File: config.mk
export PLATFORM = sky130hd
export DESIGN_NAME = xbar_gather_stream
export DESIGN_NICKNAME = d
export VERILOG_FILES = /design/src/rtl/xbar_gather_pkg.sv /design/src/rtl/xbar_gather_lane.sv /design/src/rtl/xbar_gather_stream.sv
export SDC_FILE = /design/constraint.sdc
export NUM_CORES = 1
export LEC_CHECK = 0
export ABC_CLOCK_PERIOD_IN_PS = 2700
export BUFFER_PORTS_ARGS = -buffer_cell sky130_fd_sc_hd__buf_2
export CORE_MARGIN = 2
export CORE_UTILIZATION = 58
export CTS_CLUSTER_DIAMETER = 80
export CTS_CLUSTER_SIZE = 40
export DETAILED_ROUTE_END_ITERATION = 8
export HOLD_SLACK_MARGIN = 0.08
export PLACE_DENSITY_LB_ADDON = 0.05
export SETUP_SLACK_MARGIN = 0.1
export SLEW_MARGIN = 20
export SYNTH_ARGS = -nofsm -noshare
export SYNTH_HDL_FRONTEND = slang
export SYNTH_HIERARCHICAL = 1
export SYNTH_SLANG_ARGS = --single-unit
export TNS_END_PERCENT = 10
File: constraint.sdc
create_clock -name clk -period 2.7 [get_ports clk]
set_clock_uncertainty 0.05 [all_clocks]
set_input_delay 0.405 -clock clk [delete_from_list [all_inputs] [get_ports clk]]
set_output_delay 0.405 -clock clk [all_outputs]
set_load 0.05 [all_outputs]
File: src/rtl/xbar_gather_pkg.sv
// rtl/xbar_gather_pkg.sv - shared types and helpers for the gather crossbar stream
package xbar_gather_pkg;

  // Occupancy of the two-entry elastic buffer (output register O, skid register S)
  typedef enum logic [1:0] {
    ST_EMPTY = 2'd0,
    ST_ONE   = 2'd1,
    ST_TWO   = 2'd2
  } buf_state_e;

  localparam int ERR_CNT_W = 16;

  // Selector width for n candidates; a single candidate still needs one bit
  // so that the out-of-range value 1 can be expressed.
  function automatic int sel_w(input int n);
    return (n > 1) ? $clog2(n) : 1;
  endfunction

endpackage

File: src/rtl/xbar_gather_lane.sv
// rtl/xbar_gather_lane.sv - combinational word select and range flag for one output lane
module xbar_gather_lane
  import xbar_gather_pkg::*;
#(
  parameter int NUM_IN    = 4,
  parameter int WORD_SIZE = 8,
  localparam int SEL_W    = sel_w(NUM_IN)
) (
  input  logic [NUM_IN*WORD_SIZE-1:0] in_data,
  input  logic [SEL_W-1:0]            sel,
  output logic [WORD_SIZE-1:0]        word,
  output logic                        oob
);

  // Match the selector against every legal index; no match means out of range,
  // so the lane is zeroed instead of wrapping onto some other word.
  always_comb begin
    word = '0;
    oob  = 1'b1;
    for (int k = 0; k < NUM_IN; k++) begin
      if (sel == SEL_W'(k)) begin
        word = in_data[k*WORD_SIZE +: WORD_SIZE];
        oob  = 1'b0;
      end
    end
  end

endmodule

File: src/rtl/xbar_gather_stream.sv
// rtl/xbar_gather_stream.sv - flow-controlled lane gather with 2-entry elastic buffer (option: XBAR_GATHER_ERR_CNT_EN)
module xbar_gather_stream
  import xbar_gather_pkg::*;
#(
  parameter int NUM_IN    = 4,
  parameter int NUM_OUT   = 3,
  parameter int WORD_SIZE = 8,
  localparam int SEL_W    = sel_w(NUM_IN)
) (
  input  logic                          clk,
  input  logic                          rst,
  input  logic                          in_valid,
  output logic                          in_ready,
  input  logic [NUM_IN*WORD_SIZE-1:0]   in_data,
  input  logic [NUM_OUT*SEL_W-1:0]      in_sel,
  output logic                          out_valid,
  input  logic                          out_ready,
  output logic [NUM_OUT*WORD_SIZE-1:0]  out_data,
  output logic [NUM_OUT-1:0]            out_oob,
  output logic                          err_sticky,
`ifdef XBAR_GATHER_ERR_CNT_EN
  output logic [ERR_CNT_W-1:0]          err_cnt,
`endif
  input  logic                          err_clr
);

  typedef struct packed {
    logic [WORD_SIZE-1:0] word;
    logic                 oob;
  } lane_res_t;

  logic [NUM_OUT-1:0][WORD_SIZE-1:0] lane_word;
  logic [NUM_OUT-1:0]                lane_oob;
  lane_res_t [NUM_OUT-1:0]           sel_res;

  buf_state_e              state_q, state_d;
  lane_res_t [NUM_OUT-1:0] o_q, o_d;
  lane_res_t [NUM_OUT-1:0] s_q, s_d;
  logic                    in_ready_q, in_ready_d;
  logic                    err_sticky_q, err_sticky_d;

  logic accept;
  logic drain;
  logic bad_beat;

  for (genvar j = 0; j < NUM_OUT; j++) begin : g_lane
    xbar_gather_lane #(
      .NUM_IN    (NUM_IN),
      .WORD_SIZE (WORD_SIZE)
    ) u_lane (
      .in_data (in_data),
      .sel     (in_sel[j*SEL_W +: SEL_W]),
      .word    (lane_word[j]),
      .oob     (lane_oob[j])
    );
  end

  // Pack the per-lane results; only these, never the raw inputs, get buffered
  always_comb begin
    sel_res = '0;
    for (int j = 0; j < NUM_OUT; j++) begin
      sel_res[j].word = lane_word[j];
      sel_res[j].oob  = lane_oob[j];
    end
  end

  assign in_ready  = in_ready_q;
  assign out_valid = (state_q != ST_EMPTY);
  assign accept    = in_valid & in_ready_q;
  assign drain     = out_valid & out_ready;
  assign bad_beat  = accept & (|lane_oob);

  // Elastic buffer next state: O always presents the oldest beat, S catches
  // the one beat that arrives while O is stalled.
  always_comb begin
    state_d = state_q;
    o_d     = o_q;
    s_d     = s_q;
    case (state_q)
      ST_EMPTY: begin
        if (accept) begin
          o_d     = sel_res;
          state_d = ST_ONE;
        end
      end
      ST_ONE: begin
        if (accept && drain) begin
          o_d = sel_res;
        end else if (accept) begin
          s_d     = sel_res;
          state_d = ST_TWO;
        end else if (drain) begin
          state_d = ST_EMPTY;
        end
      end
      ST_TWO: begin
        if (drain) begin
          o_d     = s_q;
          state_d = ST_ONE;
        end
      end
      default: state_d = ST_EMPTY;
    endcase
    in_ready_d = (state_d != ST_TWO);
  end

  // Sticky error: a new bad beat outranks a simultaneous clear
  always_comb begin
    err_sticky_d = bad_beat | (err_sticky_q & ~err_clr);
  end

  // Buffer, handshake and error registers
  always_ff @(posedge clk) begin
    if (rst) begin
      state_q      <= ST_EMPTY;
      o_q          <= '0;
      s_q          <= '0;
      in_ready_q   <= 1'b1;
      err_sticky_q <= 1'b0;
    end else begin
      state_q      <= state_d;
      o_q          <= o_d;
      s_q          <= s_d;
      in_ready_q   <= in_ready_d;
      err_sticky_q <= err_sticky_d;
    end
  end

  // Unpack the output register onto the flat output buses
  always_comb begin
    out_data = '0;
    out_oob  = '0;
    for (int j = 0; j < NUM_OUT; j++) begin
      out_data[j*WORD_SIZE +: WORD_SIZE] = o_q[j].word;
      out_oob[j]                         = o_q[j].oob;
    end
  end

  assign err_sticky = err_sticky_q;

`ifdef XBAR_GATHER_ERR_CNT_EN
  logic [ERR_CNT_W-1:0] err_cnt_q, err_cnt_d;

  // Saturating bad-beat counter; a clear restarts it at the coinciding beat
  always_comb begin
    err_cnt_d = err_cnt_q;
    if (err_clr) begin
      err_cnt_d = bad_beat ? ERR_CNT_W'(1) : '0;
    end else if (bad_beat && (err_cnt_q != {ERR_CNT_W{1'b1}})) begin
      err_cnt_d = err_cnt_q + ERR_CNT_W'(1);
    end
  end

  // Error counter register
  always_ff @(posedge clk) begin
    if (rst) begin
      err_cnt_q <= '0;
    end else begin
      err_cnt_q <= err_cnt_d;
    end
  end

  assign err_cnt = err_cnt_q;
`endif

endmodule

==> flow_metrics.tcl <==
set metrics [dict create \
    status "finished clean" \
    setup_slack_ps 931.7 \
    path_class "reg2reg" \
    power_density_nw_per_um2 637.8 \
    synthCells 295 \
    row_count 27 \
    io_buffer_count 72 \
    crit_path_max_fanout 16 \
    multi_input_area_sq_um 1783 \
    antenna_cells 0 \
    cts_buffers 9 \
    required_ps 2870 \
    grt.overflow.total 0 \
    gp_congestion 0.7464 \
    drtAntennaViolNets 0 \
    p_int_mw 1.671 \
    fp.dieW_um 78.42 \
    yosysWarnings 6 \
    clock_path_buffers 2 \
    yosys-top-cells-area "dfxtp_1 (36%), mux4_2 (17%), mux2_4 (8.9%)" \
    synth.distinct_cells 33 \
    routed_wl_um 6881 \
    synth_top_flop_cell "dfxtp_1" \
    finalSetupTns_ps 0 \
    synth-edff-count 0 \
    final_nets 400 \
    synthArstFlopShare_pct 0 \
    h-tree-depth 3 \
    cts_resized 0 \
    postCtsHoldBufs 0 \
    post-cts-setup-buffers 0 \
    clk_latency_ps 340 \
    switchingPower_mw 0.6726 \
    setup_viol 0 \
    routed_via_density 5.485 \
    dieArea_sq_um 6149 \
    fill_cells 472 \
    hpwl_um 4873 \
    grt_pass1_vias 2283 \
    period_needed_ps 1768 \
    slew_violations 0 \
    clkSlewWorstSetupHoldPaths_ps 70 \
    wl_per_cell_um 15.89 \
    drv_cap 0 \
    rsz0062_at_grt "no" \
    min_path_type "in2reg" \
    avgSynthCellArea_sq_um 10.89 \
    synth-seq-cells 58 \
    grt_pass1_wl_um 11310 \
    antenna_found_initial 0 \
    synth_seq_area_share_pct 36.15 \
    min_period_over_period_pct 65.49 \
    place_ws_ps 734.9 \
    power.leakage_nw 1.663 \
    syn_to_final_growth_pct 14.41 \
    synth_area_sq_um 3212 \
    initial_core_util_pct 59.05 \
    critical_path_arrival_ps 1930 \
    synth_most_common_cell "dfxtp_1" \
    hold_ws_ps 275.0 \
    peakVddDrop_v 0.0003753 \
    ios 73 \
    fmax_mhz 565.5 \
    cts_sinks 58 \
    drt_iter0_markers 94 \
    drc 0 \
    finalHoldViolCount 0 \
    seqCellArea_sq_um 1161 \
    cts_root_buf "clkbuf_8" \
    synth_common_cells "dfxtp_1 (58), nand2_1 (55), a21oi_1 (30)" \
    drt_pass1_iterations 4 \
    synth_top_area_share_pct 36.15 \
    p_sw_share_pct 28.70 \
    combPwrFrac_pct 22.6 \
    vias 2375 \
    endpoint_kind "flip-flop" \
    drive_gt1_share_pct 39.34 \
    start_kind "flip-flop" \
    worst_slew_pin_slew_ps 644.9 \
    yosysTopAreaCell "dfxtp_1" \
    core_area_sq_um 5439 \
    pwr-share-clk_pct 37.6 \
    synth_nets 338 \
    slew_headroom_pct 56.90 \
    grt_max_degree 34 \
    grt.total_usage_pct 24.50 \
    power_frac_seq_pct 39.8 \
    cts_tree "built" \
    dieHeight_um 78.42 \
]
==> routing by layer <==
metal | vias to the layer above | global-route usage (%) | part of all wire [%]
met5 | - | 0 | 0
met4 | 0 | 9.474 | 1.5
met2 | 68 | 40.17 | 50
li1 | 1151 | - | -
met3 | 9 | 5.862 | 5.2
met1 | 1147 | 31.48 | 44
==> sequential cells by signal, summed over array words and instances (netlist names) <==
| name | cells |
|---|---|
| state_q | 2 |
| in_ready | 1 |
| out_oob | 3 |
| s_q | 27 |
| out_data | 24 |
| err_sticky | 1 |
==> path summary, 6_finish.rpt <==
| kind | from | endpoint | slack, ps | depth (start not counted) |
|---|---|---|---|---|
| hold reg to reg | s_q[12] | s_q[12] | 400 | 2 |
| setup / recovery | state_q[0] | out_data[19] | 930 | 5 |
| setup reg to reg | state_q[0] | out_data[19] | 930 | 5 |
| hold / removal | out_ready | in_ready | 270 | 2 |
==> cell usage in the layout (no fill, tap or decap), types with 3 or more instances in the layout <==
| cell | instances |
|---|---|
| buf_2 | 72 |
| dfxtp_1 | 58 |
| nand2_1 | 55 |
| a21oi_1 | 30 |
| nor2_1 | 28 |
| mux2i_1 | 27 |
| mux4_2 | 24 |
| mux2_4 | 19 |
| clkbuf_8 | 14 |
| mux2_1 | 7 |
| buf_4 | 4 |
| conb_1 | 3 |
==> worst max-delay path, stage by stage (launching register included) <==
cell and delay, ps:
dfxtp_1 410, nand2b_2 430, buf_12 240, mux2_4 320
mux2i_1 130, nor2_1 60
==> cell families (layout without fill, tap and decap cells) <==
group	after synthesis	count (layout)	share of synthesized area [%]
and+or+nand+nor	94	94	12.15
DFF	58	58	36.15
other	3	3	0.3506
AOI/OAI and AO/OA	34	34	5.999
muxes	78	78	36.93
buffers and inverters	28	94	8.415
==> final cells by class <==
class | instances | share of cell area [%]
multi-input cells | 209 | 48.52
flip-flops and latches | 58 | 31.60
repair buffers | 77 | 11.17
clock buffers | 14 | 5.243
well taps | 72 | 2.451
clock inverters | 1 | 0.8172
inverters | 2 | 0.2043
==> power groups by stage <==
stage | combinational, mW | sequential, mW | clock (mW)
2_1_floorplan | 0.307 | 1.08 | 0
3_3_place_gp | 0.526 | 0.950 | 0
3_5_place_dp | 0.530 | 0.952 | 0
4_1_cts | 0.532 | 0.933 | 0.904
5_1_grt | 0.569 | 0.939 | 0.940
6_report | 0.530 | 0.933 | 0.881
==> metrics by stage <==
stage / total power [mW] / util, % / instance area (sq um) / cells
4_1_cts: 2.369 / 67.56 / 3675 / 433
5_1_grt: 2.449 / 67.56 / 3675 / 433
2_1_floorplan: 1.385 / - / 3212 / 295
3_3_place_gp: 1.476 / 63.47 / 3452 / 418
3_5_place_dp: 1.482 / 63.47 / 3452 / 418
6_report: 2.344 / 67.56 / 3675 / 433
Note: power is estimated with default switching activity, not from simulation.
